--- src/rtl/instr_fetch_if.sv ---
`default_nettype none
`timescale 1ns/1ps
// ============================================================================
// Module      : instr_fetch_if
// Description : Instruction-memory request/response bundle.
//               master = fetch stage, slave = instruction memory.
//   req    master->slave  request valid
//   addr   master->slave  word-aligned request address
//   ready  slave->master  request accepted this cycle
//   rvalid slave->master  read data valid, one per accepted request
//   rdata  slave->master  instruction word
// Revision    : 1.0  initial release
// ============================================================================
interface instr_fetch_if;
  logic        req;
  logic [31:0] addr;
  logic        ready;
  logic        rvalid;
  logic [31:0] rdata;

  modport master (output req, output addr, input ready, input rvalid, input rdata);
  modport slave  (input req, input addr, output ready, output rvalid, output rdata);
endinterface
`default_nettype wire

--- src/rtl/instr_fetch.sv ---
`default_nettype none
`timescale 1ns/1ps
// ============================================================================
// Module      : instr_fetch
// Description : Instruction fetch stage. Owns the PC, issues one request at a
//               time to instruction memory (req/ready + rvalid, any latency)
//               and presents {pc_out, instr_out, instr_valid} to IF/ID.
//               Handles downstream stall and branch/jump redirect (flush).
// Ports       : clk               posedge clock
//               reset             asynchronous active-high reset
//               i_stall           downstream cannot accept, hold output
//               i_redirect_valid  redirect taken this cycle
//               i_redirect_pc     redirect target (low 2 bits ignored)
//               imem              instruction memory bus (master side)
//               o_pc_out          PC of o_instr_out
//               o_instr_out       fetched instruction, 0 when flushed
//               o_instr_valid     output holds a live instruction
// Revision    : 1.0  initial release
// ============================================================================
module instr_fetch #(
  parameter logic [31:0] RESET_PC = 32'h0000_0000,
  parameter int unsigned PC_STEP  = 4
) (
  input  wire logic        clk,
  input  wire logic        reset,
  input  wire logic        i_stall,
  input  wire logic        i_redirect_valid,
  input  wire logic [31:0] i_redirect_pc,
  instr_fetch_if.master    imem,
  output      logic [31:0] o_pc_out,
  output      logic [31:0] o_instr_out,
  output      logic        o_instr_valid
);

  localparam logic [31:0] c_pc_inc = 32'(PC_STEP);

  typedef enum logic [1:0] {
    S_REQ  = 2'd0,  // issue request
    S_WAIT = 2'd1,  // request accepted, awaiting data
    S_HOLD = 2'd2,  // data delivered while stalled
    S_DROP = 2'd3   // in-flight response is stale, discard it
  } state_t;

  state_t      r_state;
  state_t      w_state_nxt;
  logic        w_capture;
  logic [31:0] r_pc;
  logic [31:0] r_pc_out;
  logic [31:0] r_instr_out;
  logic        r_instr_valid;

  // Request is suppressed combinationally while reset is held.
  assign imem.req      = (r_state == S_REQ) && !reset;
  assign imem.addr     = r_pc;
  assign o_pc_out      = r_pc_out;
  assign o_instr_out   = r_instr_out;
  assign o_instr_valid = r_instr_valid;

  always_ff @(posedge clk or posedge reset) begin
    if (reset) r_state <= S_REQ;
    else       r_state <= w_state_nxt;
  end

  always_comb begin
    w_state_nxt = r_state;
    w_capture   = 1'b0;
    if (i_redirect_valid) begin
      // Redirect wins; only an already-accepted request forces a drop.
      case (r_state)
        S_REQ:   w_state_nxt = imem.ready  ? S_DROP : S_REQ;
        S_WAIT:  w_state_nxt = imem.rvalid ? S_REQ  : S_DROP;
        S_HOLD:  w_state_nxt = S_REQ;
        S_DROP:  w_state_nxt = imem.rvalid ? S_REQ  : S_DROP;
        default: w_state_nxt = S_REQ;
      endcase
    end else begin
      case (r_state)
        S_REQ:  if (imem.ready) w_state_nxt = S_WAIT;
        S_WAIT: if (imem.rvalid) begin
                  w_capture   = 1'b1;
                  w_state_nxt = i_stall ? S_HOLD : S_REQ;
                end
        S_HOLD: if (!i_stall) w_state_nxt = S_REQ;
        S_DROP: if (imem.rvalid) w_state_nxt = S_REQ;
        default: w_state_nxt = S_REQ;
      endcase
    end
  end

  always_ff @(posedge clk or posedge reset) begin
    if (reset) begin
      r_pc          <= RESET_PC;
      r_pc_out      <= 32'h0;
      r_instr_out   <= 32'h0;
      r_instr_valid <= 1'b0;
    end else if (i_redirect_valid) begin
      // pc_out deliberately kept; only the instruction is flushed.
      r_pc          <= i_redirect_pc & ~32'h3;
      r_instr_out   <= 32'h0;
      r_instr_valid <= 1'b0;
    end else if (w_capture) begin
      r_pc_out      <= r_pc;
      r_instr_out   <= imem.rdata;
      r_instr_valid <= 1'b1;
      r_pc          <= r_pc + c_pc_inc;
    end else if (r_instr_valid && !i_stall) begin
      // Consumed by IF/ID and not refilled on this edge.
      r_instr_valid <= 1'b0;
    end
  end

endmodule
`default_nettype wire
--- src/flat_wrapper.sv ---
// flat-port wrapper written by rule: the top's interface ports become plain ports
module instr_fetch_flat 
#(
  parameter logic [31:0] RESET_PC = 32'h0000_0000,
  parameter int unsigned PC_STEP  = 4
)
  (clk, reset, i_stall, i_redirect_valid, i_redirect_pc, o_pc_out, o_instr_out, o_instr_valid, imem_req, imem_addr, imem_ready, imem_rvalid, imem_rdata);
  instr_fetch_if imem_i ();
  input  wire logic clk;
  input  wire logic reset;
  input  wire logic i_stall;
  input  wire logic i_redirect_valid;
  input  wire logic [31:0] i_redirect_pc;
  output      logic [31:0] o_pc_out;
  output      logic [31:0] o_instr_out;
  output      logic o_instr_valid;
  output wire logic [$bits(imem_i.req)-1:0] imem_req;
  output wire logic [$bits(imem_i.addr)-1:0] imem_addr;
  input wire logic [$bits(imem_i.ready)-1:0] imem_ready;
  input wire logic [$bits(imem_i.rvalid)-1:0] imem_rvalid;
  input wire logic [$bits(imem_i.rdata)-1:0] imem_rdata;
  assign imem_req = imem_i.req;
  assign imem_addr = imem_i.addr;
  assign imem_i.ready = imem_ready;
  assign imem_i.rvalid = imem_rvalid;
  assign imem_i.rdata = imem_rdata;
  instr_fetch #(.RESET_PC(RESET_PC), .PC_STEP(PC_STEP)) u_core (.clk(clk), .reset(reset), .i_stall(i_stall), .i_redirect_valid(i_redirect_valid), .i_redirect_pc(i_redirect_pc), .imem(imem_i), .o_pc_out(o_pc_out), .o_instr_out(o_instr_out), .o_instr_valid(o_instr_valid));
endmodule
--- config.mk ---
export PLATFORM = sky130hd
export DESIGN_NAME = instr_fetch_flat
export DESIGN_NICKNAME = d
export VERILOG_FILES = /design/src/rtl/instr_fetch_if.sv /design/src/rtl/instr_fetch.sv /design/src/flat_wrapper.sv
export SDC_FILE = /design/constraint.sdc
export NUM_CORES = 1
export LEC_CHECK = 0
export CAP_MARGIN = 20
export CORE_MARGIN = 2
export CORE_UTILIZATION = 25
export CTS_BUF_LIST = sky130_fd_sc_hd__clkbuf_8
export DETAILED_ROUTE_END_ITERATION = 10
export SYNTH_ARGS = -nofsm -noshare
export SYNTH_HDL_FRONTEND = slang
export SYNTH_SLANG_ARGS = --single-unit
--- constraint.sdc ---
create_clock -name clk -period 8.35 [get_ports clk]
set_input_delay 1.67 -clock clk [delete_from_list [all_inputs] [get_ports clk]]
set_output_delay 1.67 -clock clk [all_outputs]
set_load 0.02 [all_outputs]
# Word level (Yosys, flattened, before mapping)
# Cells that the tools add are included.
# Widths: inputs -> output; s select.
[classes]
reduce_logical = 10
bitwise_logic = 1
n_eq_ne = 7
mux = 20
add_sub_neg = 1
[ops]
columns = ["cell", "count"]
rows = [
  ["$mux 32", 4],
  ["$add 32x3->32 const B", 1],
  ["$mux 2", 8],
  ["$ne 3x3->1 const B", 4],
  ["$pmux 2 s4", 1],
  ["$mux 1", 6],
  ["$pmux 2 s3", 1],
  ["$eq 2x2->1 const B", 2],
  ["$reduce_and 4->1", 1],
  ["$reduce_bool 3->1", 1],
  ["$eq 2x1->1 const B", 1],
  ["$logic_and 1x1->1", 2],
  ["$logic_not 1->1", 2],
  ["$logic_not 2->1", 1],
  ["$reduce_and 2->1", 1],
  ["$reduce_bool 2->1", 1],
  ["$reduce_or 2->1", 1],
  ["$not 1->1", 1],
]
[word_totals]
input_bits = 70
ff_bits = 99
wordCells = 44

# Longest topological paths before layout
# Gate-level depths: netlist (run 1).
[depth]
depth_word = 5
ltp_mapped = 6
mapped_depth_nobuf = 5

# Worst setup path before layout (run 1)
# Ideal clock, no wire load.
[synth_timing]
kind = "input to output"
startpoint = "input port reset"
endpoint = "output port imem_req"
cell_stages = 1
arrival_time_ns = 2.125
path_slack_ns = 4.555
n_path_buf = 0
required_time_ns = 6.680
path_cell_list = "nor3_1"
[synth_between]
elab_chain_cells = 2
[synth_rtl]
columns = ["item", "line", "text"]
rows = [
  ["start: declaration", "flat_wrapper.sv:10", "input wire logic reset;"],
  ["$logic_not 1->1", "instr_fetch.sv:53", "assign imem.req = (r_state == S_REQ) && !reset;"],
  ["$logic_and 1x1->1", "instr_fetch.sv:53", ""],
  ["end: declaration", "flat_wrapper.sv:17", "output wire logic [$bits(imem_i.req)-1:0] imem_req;"],
]
# No other way between the ends.

# Final worst setup path (run 1)
# Ends and elaborated chain as after synthesis.

==> results of run 1 <==
==> where the power goes <==
part | internal, uW | switching (uW) | leakage, uW
registers | 571 | 84.1 | 0.00118
clock network | 161 | 161 | 0.000111
logic | 311 | 304 | 0.00115
total | 1040 | 550 | 0.00245
==> worst max-delay path by stage <==
stage,start,to,slack (ns),depth (start not counted)
after floorplan,reset,u_core.imem.addr[10],4.20,1
after global placement,reset,imem_req,3.77,3
after detailed placement,reset,imem_req,3.71,3
after CTS,reset,imem_req,3.70,3
after global routing,reset,imem_req,3.64,3
final,reset,imem_req,3.67,3
==> state kept, by name, indices dropped and copies added, names as in the netlist <==
register / count
u_core.o_instr_valid: 1
u_core.o_pc_out: 30
u_core.r_state: 2
u_core.imem.addr: 30
u_core.o_instr_out: 32
==> Yosys cell counts, types with 3 or more instances <==
cell type   n  area [sq um]
nand4_1    12          75.1
o21ai_0    14          70.1
a31oi_1    16           100
clkbuf_1   20          75.1
or4_1      14           105
and4_1      4          35.0
or3_1       4          25.0
dfrtp_1    95          2380
mux2_2     31           349
xnor2_1     5          43.8
xor2_1      6          52.6
nand2_1    91           342
buf_4       4          30.0
inv_1       4          15.0
nor4_1      3          18.8
nor2_1     20          75.1
o31ai_1    13          97.6
nand3_1     9          45.0
buf_1       5          18.8
a21oi_1    34           170
==> layout by cell type (no fill, tap or decap), types with 4 or more instances in the layout <==
cell type / netlist / routed
clkbuf_8: 0 / 12
a21oi_1: 34 / 34
nor2_1: 20 / 19
nand2_1: 91 / 91
or4_1: 14 / 14
nand3_1: 9 / 9
or3_1: 4 / 4
nand4_1: 12 / 12
o31ai_1: 13 / 13
and4_1: 4 / 4
conb_1: 1 / 4
mux2_2: 31 / 31
xor2_1: 6 / 6
inv_1: 4 / 5
clkdlybuf4s50_1: 0 / 160
o21ai_0: 14 / 14
xnor2_1: 5 / 5
dfrtp_1: 95 / 95
a31oi_1: 16 / 16
==> kinds of logic after synthesis <==
kind of cell	share of synthesized area, %
compound gates	10.9
xor+xnor	2.24
fa+ha+maj	0.290
buf+inv	3.42
flops	55.2
mux	8.33
other cells	0.0870
simple gates	19.6
==> metal layers <==
metal | vias to the layer above | wire, um
met3 | 20 | 1040
met5 | - | 0
met2 | 143 | 5980
li1 | 1804 | -
met4 | 0 | 229
met1 | 1835 | 5520
==> area by class of cell <==
| class | count | area share [%] |
|---|---|---|
| timing repair buffer | 164 | 25.8 |
| multi-input combinational | 300 | 28.5 |
| sequential | 95 | 37.6 |
| inverter | 5 | 0.336 |
| tap | 225 | 4.45 |
| clock buffer | 12 | 2.61 |
| clock inverter | 4 | 0.712 |
==> through the flow <==
stage	utilization (%)	hold slack, ns	power (uW)
3_5_place_dp	35.8	0.495	1290
3_3_place_gp	35.8	0.490	1280
5_1_grt	37.1	0.530	1690
6_report	37.1	0.510	1590
2_1_floorplan	-	0.564	975
4_1_cts	37.1	0.515	1620
==> out/qor.yml, run 1 <==
layout:
  fill_cells: 1718
  final_area_sq_um: 6320
  diodes: 0
  syn_to_final_growth_pct: 46.7
  seq_area_sq_um: 2380
  fin_cells: 805
  fin_nets: 646
  drive_gt1_share_pct: 10.2
  multi_input_area_sq_um: 1810
clock_network:
  post_cts_resized: 0
  cts_tree: "built"
  cts.sinks: 95
  root_buffer: "clkbuf_8"
  clk_pin_slew_ns: 0.09
  cts_inserted_buffers: 9
  ctsHtreeMaxLevel: 3
  post-cts-setup-buffers: 0
  postCtsHoldBufs: 0
  cts_buffer_depth: 2
  clk_latency_ns: 0.37
worst_setup_path:
  cp_slowest_cell: "clkdlybuf4s50_1"
  r2r_end: "u_core.imem.addr[28]"
  r2r-start: "u_core.imem.addr[3]"
  cp_cell_sequence: "clkdlybuf4s50_1 > nor3_1 > clkdlybuf4s50_1"
  end_kind: "output port"
  crit_path_frequent_cell: "clkdlybuf4s50_1"
  cp.buffers_inverters: 2
  worst-r2r-setup-slack_ns: 5.62
  worstPathRequired_ns: 6.68
  criticalPathCategory: "input port to output port"
  critPathLaunchType: "input port"
  worst-path-max-fanout: 2
  crit_family: "buffers and inverters"
  critPathArrivalTime_ns: 3.01
  worst-r2r-cell-count: 5
  cp_slowest_stage_delay_ns: 0.65
sta:
  tns_ns: 0
  min_period_ns: 4.68
  hold_viol: 0
  worst_slew_margin_rel_pct: 38.0
  tightest_slew_ns: 0.930
  maxSlewViolCount: 0
  setup_viol: 0
  period_share_pct: 56.0
  setup_slack_ns: 3.67
  rsz0062_at_grt: "no"
  max_freq_mhz: 214
  finClkSkew_ns: 0.0131
place:
  place.gp.congestion: 0.725
  placed_cells: 789
  place_hpwl_um: 8820
  portBuffers: 161
  dpl-instance-area_sq_um: 6110
  place_ws_ns: 3.71
floorplanning:
  fp.dieH_um: 135
  start_util_pct: 25.3
  die_area_sq_um: 18300
  placement_rows: 48
  die_w_um: 135
  io-pin-count: 168
  core_area_sq_um: 17100
synth:
  synth_cell_types: 40
  synthArstFlopShare_pct: 100
  yosysWarnings: 0
  syn_area_sq_um: 4310
  synth_edf_count: 0
  synth_ff_type: "dfrtp_1"
  syn_area_per_cell_sq_um: 10.1
  yosysSeqAreaShare_pct: 55.2
  ys_ff_latch: 95
  syn-instance-count: 427
run_status:
  status: "finished, final reports clean"
route:
  drc: 0
  vias: 3802
  initialDrtViolationCount: 156
  antenna_left: 0
  via_per_inst: 4.72
  wire_per_inst_um: 15.9
  dr.pass1.iters: 4
  wl_um: 12800
hold_path:
  min_to: "u_core.o_pc_out[23]"
  min_path_cells: 1
  min-delay-start: "u_core.o_pc_out[23]"
  hp-class: "flip-flop to flip-flop"
grt:
  grtUsageMet1_pct: 17.3
  grt_pass1_vias: 3882
  met3_usage_pct: 4.83
  overflow: 0
  antenna_found_initial: 0
  grt_max_degree: 72
  grt_util_all_layers_pct: 14.5
  use_met2_pct: 23.7
  globalRoute.busiestLayer: "met2"
  grt_pass1_wl_um: 20500
power:
  power.leakage_uw: 0.00245
  ir_drop_v: 0.000106
  power_density_nw_per_um2: 252
job:
  drv_cap: 0
No activity file was read; power rests on OpenSTA's default activity.
==> inputs of run 2 (changes only) <==
clock period = 4 ns   (was 8.35 ns; I/O delays follow)
==> run 2 against run 1 <==
Against the previous run:
- total power grew 110%
- clock-buffer cell count shrank 2
- cell area up 0.38%
- via count down 0.24%
==> out/qor.yml, run 2 (synthesis results as in run 1) <==
floorplanning:
  core_area_sq_um: 17100  # unchanged
  die_w_um: 135  # unchanged
  io-pin-count: 168  # unchanged
  fp.dieH_um: 135  # unchanged
  placement_rows: 48  # unchanged
  start_util_pct: 25.3  # unchanged
  die_area_sq_um: 18300  # unchanged
power:
  ir_drop_v: 0.000214  # was 0.000106 V
  power_density_nw_per_um2: 517  # was 252 nW/um^2
  power.leakage_uw: 0.00245  # about the same
layout:
  drive_gt1_share_pct: 11.1  # was 10.2%
  fin_cells: 809  # was 805
  seq_area_sq_um: 2380  # unchanged
  multi_input_area_sq_um: 1810  # unchanged
  largest_reg_flops: 32  # unchanged
  syn_to_final_growth_pct: 47.3  # was 46.7%
  most-common-layout-cells: "clkdlybuf4s50_1 (160), dfrtp_1 (95), nand2_1 (91)"  # unchanged
  diodes: 0  # unchanged
  fin_nets: 650  # was 646
  final_common_cell: "clkdlybuf4s50_1"  # unchanged
  fill_cells: 1717  # was 1718
place:
  place_hpwl_um: 9160  # was 8820 um
  placed_cells: 793  # was 789
  portBuffers: 161  # unchanged
  place.gp.congestion: 0.741  # was 0.725
  place_ws_ns: 0.911  # was 3.71 ns
worst_setup_path:
  worst-path-max-fanout: 2  # unchanged
  end_kind: "output port"  # unchanged
  critPathLaunchType: "input port"  # unchanged
  worstPathRequired_ns: 3.20  # was 6.68 ns
  criticalPathCategory: "input port to output port"  # unchanged
  critPathArrivalTime_ns: 2.13  # was 3.01 ns
clock_network:
  ctsHtreeMaxLevel: 3  # unchanged
  cts.sinks: 95  # unchanged
  root_buffer: "clkbuf_8"  # unchanged
  postCtsHoldBufs: 0  # unchanged
  cts_tree: "built"  # unchanged
  cts_inserted_buffers: 9  # unchanged
  post_cts_resized: 0  # unchanged
  cts_buffer_depth: 2  # unchanged
  clk_latency_ns: 0.38  # was 0.37 ns
  post-cts-setup-buffers: 0  # unchanged
  clk_pin_slew_ns: 0.09  # about the same
grt:
  grt_max_degree: 63  # was 72
  grt_util_all_layers_pct: 14.2  # was 14.5%
  grt_pass1_wl_um: 20200  # was 20500 um
  grt_pass1_vias: 3841  # was 3882
  antenna_found_initial: 0  # unchanged
  overflow: 0  # unchanged
route:
  via_per_inst: 4.69  # was 4.72
  wire_per_inst_um: 15.9  # about the same
  dr.pass1.iters: 5  # was 4
  initialDrtViolationCount: 214  # was 156
  vias: 3793  # was 3802
  drc: 0  # unchanged
  antenna_left: 0  # unchanged
  wl_um: 12900  # was 12800 um
sta:
  finClkSkew_ns: 0.0171  # was 0.0131 ns
  setup_slack_ns: 1.07  # was 3.67 ns
  hold_viol: 0  # unchanged
  worst_slew_margin_rel_pct: 39.1  # was 38.0%
  maxSlewViolCount: 0  # unchanged
  max_freq_mhz: 342
  period_share_pct: 73.2
  tns_ns: 0  # unchanged
  rsz0062_at_grt: "no"  # unchanged
  setup_viol: 0  # unchanged
  tightest_slew_ns: 0.911  # was 0.930 ns
  min_period_ns: 2.93
hold_path:
  hp-class: "flip-flop to flip-flop"  # unchanged
run_status:
  status: "finished, final reports clean"  # unchanged
job:
  drv_cap: 0  # unchanged
## run 2: cell count changes in the layout (fill, tap and decap cells not counted), moves of 2 or more
| cell | change |
|---|---|
| buf_4 | +3 |
| clkbuf_8 | -2 |
| clkinv_4 | +3 |
| inv_1 | -2 |
## run 2: path summary, 6_finish.rpt
check	startpoint	slack [ns]	to	cells past startpoint
worst min-delay path	u_core.o_pc_out[23]	0.51	u_core.o_pc_out[23]	1
worst min register to register	u_core.o_pc_out[23]	0.51	u_core.o_pc_out[23]	1
min in group asynchronous	reset	0.82	u_core.r_state[0]	2
worst max register to register	u_core.imem.addr[3]	1.29	u_core.imem.addr[26]	5
worst max-delay path	reset	1.07	imem_req	3
max in group asynchronous	reset	2.53	u_core.o_pc_out[11]	3
## run 2: cell type report
type | count | area share [%]
flip-flops and latches | 95 | 37.4
multi-input cells | 300 | 28.4
repair buffers | 168 | 26.4
well taps | 225 | 4.43
clock buffers | 10 | 2.17
clock inverters | 6 | 0.729
inverters | 5 | 0.335
## run 2: routing by layer
layer	up-vias	wire length [um]	track usage, %
met5	-	0	0
met4	0	240	5.96
met3	17	1140	5.16
met2	146	5980	23.2
met1	1818	5550	17.0
li1	1812	-	-
## run 2: through the flow
step | total power (uW) | area [sq um] | hold slack (ns) | utilization [%]
after floorplan | 2030 | 4320 | 0.564 | -
after global placement | 2670 | 6140 | 0.489 | 36.0
after detailed placement | 2710 | 6160 | 0.495 | 36.1
after CTS | 3340 | 6350 | 0.516 | 37.2
after global routing | 3480 | 6350 | 0.531 | 37.2
final | 3280 | 6350 | 0.510 | 37.2
## run 2: critical path: stages
cell	delay, ns
clkdlybuf4s50_1	0.48
nor3_1	0.18
clkdlybuf4s50_1	0.67
## run 2: report_power, final
group          total, uW  switching, uW  internal (uW)
Clock                616            371            245
Combinational       1300            641            658
Sequential          1370            176           1190
==> inputs of run 3 (changes only) <==
clock period = 2.7 ns   (was 4 ns; I/O delays follow)
==> run 3 against run 2 <==
Against the previous run:
- clock skew shrank 0.0097 ns
- routed wire length grew 1.6%
- non-clock buffer count grew 11
- total power grew 48%
- setup slack lost 0.77 ns
- largest cell class unchanged
==> out/qor.yml, run 3 (synthesis results as in run 1) <==
run_status:
  status: "finished, final reports clean"  # unchanged
power:
  power_frac_comb_pct: 40.5  # was 39.6%
  sw_frac_of_total_pct: 35.5  # was 36.2%
  clockPowerShare_pct: 18.2  # was 18.8%
  p_seq_share_pct: 41.3  # was 41.7%
  power.leakage_uw: 0.00251  # was 0.00245 uW
  p_switching_uw: 1730  # was 1190 uW
  ir_drop_v: 0.000340  # was 0.000214 V
  p_int_uw: 3140  # was 2090 uW
  power_density_nw_per_um2: 756  # was 517 nW/um^2
clock_network:
  clk_latency_ns: 0.38  # about the same
  cts.sinks: 95  # unchanged
  cts_buffer_depth: 2  # unchanged
  clk_pin_slew_ns: 0.09  # about the same
  post-cts-setup-buffers: 0  # unchanged
  ctsHtreeMaxLevel: 3  # unchanged
  post_cts_resized: 0  # unchanged
  cts_tree: "built"  # unchanged
  postCtsHoldBufs: 0  # unchanged
  cts_inserted_buffers: 9  # unchanged
  root_buffer: "clkbuf_8"  # unchanged
grt:
  antenna_found_initial: 0  # unchanged
  grt_pass1_vias: 3829  # was 3841
  grt_pass1_wl_um: 20500  # was 20200 um
  grt_util_all_layers_pct: 14.6  # was 14.2%
  grt_max_degree: 39  # was 63
  overflow: 0  # unchanged
layout:
  drive_gt1_share_pct: 12.6  # was 11.1%
  fin_nets: 661  # was 650
  most-common-layout-cells: "clkdlybuf4s50_1 (160), dfrtp_1 (95), nand2_1 (91)"  # unchanged
  syn_to_final_growth_pct: 49.2  # was 47.3%
  final_area_sq_um: 6430  # was 6350 sq um
  largest_reg_flops: 32  # unchanged
  final_common_cell: "clkdlybuf4s50_1"  # unchanged
worst_setup_path:
  critPathArrivalTime_ns: 1.86  # was 2.13 ns
  worstSetupStartpoint: "reset"  # unchanged
  cp_cell_sequence: "clkdlybuf4s50_1 > nor3_1 > clkdlybuf4s50_1"  # unchanged
  criticalPathCategory: "input port to output port"  # unchanged
  cp_slowest_stage_delay_ns: 0.65  # was 0.67 ns
  worst-path-max-fanout: 2  # unchanged
  cp.buffers_inverters: 2  # unchanged
  critPathLaunchType: "input port"  # unchanged
  r2r-start: "u_core.imem.addr[8]"  # was u_core.imem.addr[3]
  crit_path_frequent_cell: "clkdlybuf4s50_1"  # unchanged
  worstPathRequired_ns: 2.16  # was 3.20 ns
  cp_slowest_cell: "clkdlybuf4s50_1"  # unchanged
  end_kind: "output port"  # unchanged
  crit_family: "buffers and inverters"  # unchanged
job:
  drv_cap: 0  # unchanged
sta:
  finClkSkew_ns: 0.00736  # was 0.0171 ns
  hold_viol: 0  # unchanged
  period_share_pct: 88.9
  maxSlewViolCount: 0  # unchanged
  setup_viol: 0  # unchanged
  worst_slew_margin_rel_pct: 56.1  # was 39.1%
  tns_ns: 0  # unchanged
  rsz0062_at_grt: "no"  # unchanged
  tightest_slew_ns: 0.657  # was 0.911 ns
  min_period_ns: 2.40
  max_freq_mhz: 417
place:
  dpl-instance-area_sq_um: 6250  # was 6160 sq um
  place.gp.congestion: 0.764  # was 0.741
  place_hpwl_um: 9540  # was 9160 um
  portBuffers: 161  # unchanged
hold_path:
  min-delay-start: "u_core.o_pc_out[23]"  # unchanged
  hp-class: "flip-flop to flip-flop"  # unchanged
route:
  wire_per_inst_um: 16.0  # was 15.9 um
  dr.pass1.iters: 4  # was 5
  antenna_left: 0  # unchanged
  initialDrtViolationCount: 307  # was 214
  drc: 0  # unchanged
  via_per_inst: 4.72  # was 4.69
  wl_um: 13100  # was 12900 um
  vias: 3879  # was 3793
floorplanning:
  fp.dieH_um: 135  # unchanged
  die_area_sq_um: 18300  # unchanged
  core_area_sq_um: 17100  # unchanged
  die_w_um: 135  # unchanged
  placement_rows: 48  # unchanged
  start_util_pct: 25.3  # unchanged
  io-pin-count: 168  # unchanged
==> run 3: changes by cell type in the layout (fill, tap and decap cells not counted), sizes merged <==
cell      delta
buf         +11
clkbuf       +1
clkinvlp     -1
diode        +1
==> run 3: power groups by stage <==
| stage | sequential, uW | combinational, uW | clock (uW) |
|---|---|---|---|
| 6_report | 2010 | 1970 | 887 |
| 5_1_grt | 2060 | 2110 | 980 |
| 4_1_cts | 2010 | 2000 | 939 |
| 3_5_place_dp | 2040 | 1990 | 0 |
| 3_3_place_gp | 2020 | 1970 | 0 |
| 2_1_floorplan | 2420 | 592 | 0 |
==> run 3: layout make-up <==
cell class	instances	area [sq um]
antenna	1	2.50
clock buffer	11	151
clock inverter	5	23.8
fill	1691	10600
inverter	5	22.5
multi-input combinational	300	1810
sequential	95	2380
tap	225	282
timing repair buffer	179	1770
==> run 3: through the flow <==
step | setup slack, ns | hold slack [ns] | std cells | utilization, % | total power (uW)
detailed placement | -0.0360 | 0.495 | 804 | 36.7 | 4030
finish | 0.301 | 0.511 | 821 | 37.7 | 4860
global placement | -0.00933 | 0.492 | 804 | 36.7 | 3990
floorplan | 0.353 | 0.564 | 430 | - | 3010
CTS | 0.281 | 0.517 | 820 | 37.7 | 4950
global route | 0.270 | 0.535 | 820 | 37.7 | 5160
==> run 3: metal layers <==
metal	GRT usage, %	part of all wire, %	wire length, um
met3	5.31	9.4	1230
met1	17.5	42	5490
met2	24.0	47	6200
met4	5.61	1.4	182
met5	0	0	0
==> run 3: worst paths after layout <==
path                                     endpoint  slack [ns]  cells after the start
setup reg to reg             u_core.imem.addr[28]        0.45                      4
hold / removal                u_core.o_pc_out[23]        0.51                      1
hold reg to reg               u_core.o_pc_out[23]        0.51                      1
max in group asynchronous  u_core.o_instr_out[20]        1.44                      3
min in group asynchronous     u_core.o_pc_out[29]        0.66                      2
setup / recovery                         imem_req        0.30                      3
==> run 3: worst reg2reg max path: stages, from the launching register on <==
cell	delay (ns)
dfrtp_1	0.50
nand4_2	0.21
or4_1	0.73
or4_1	0.57
a31oi_1	0.18
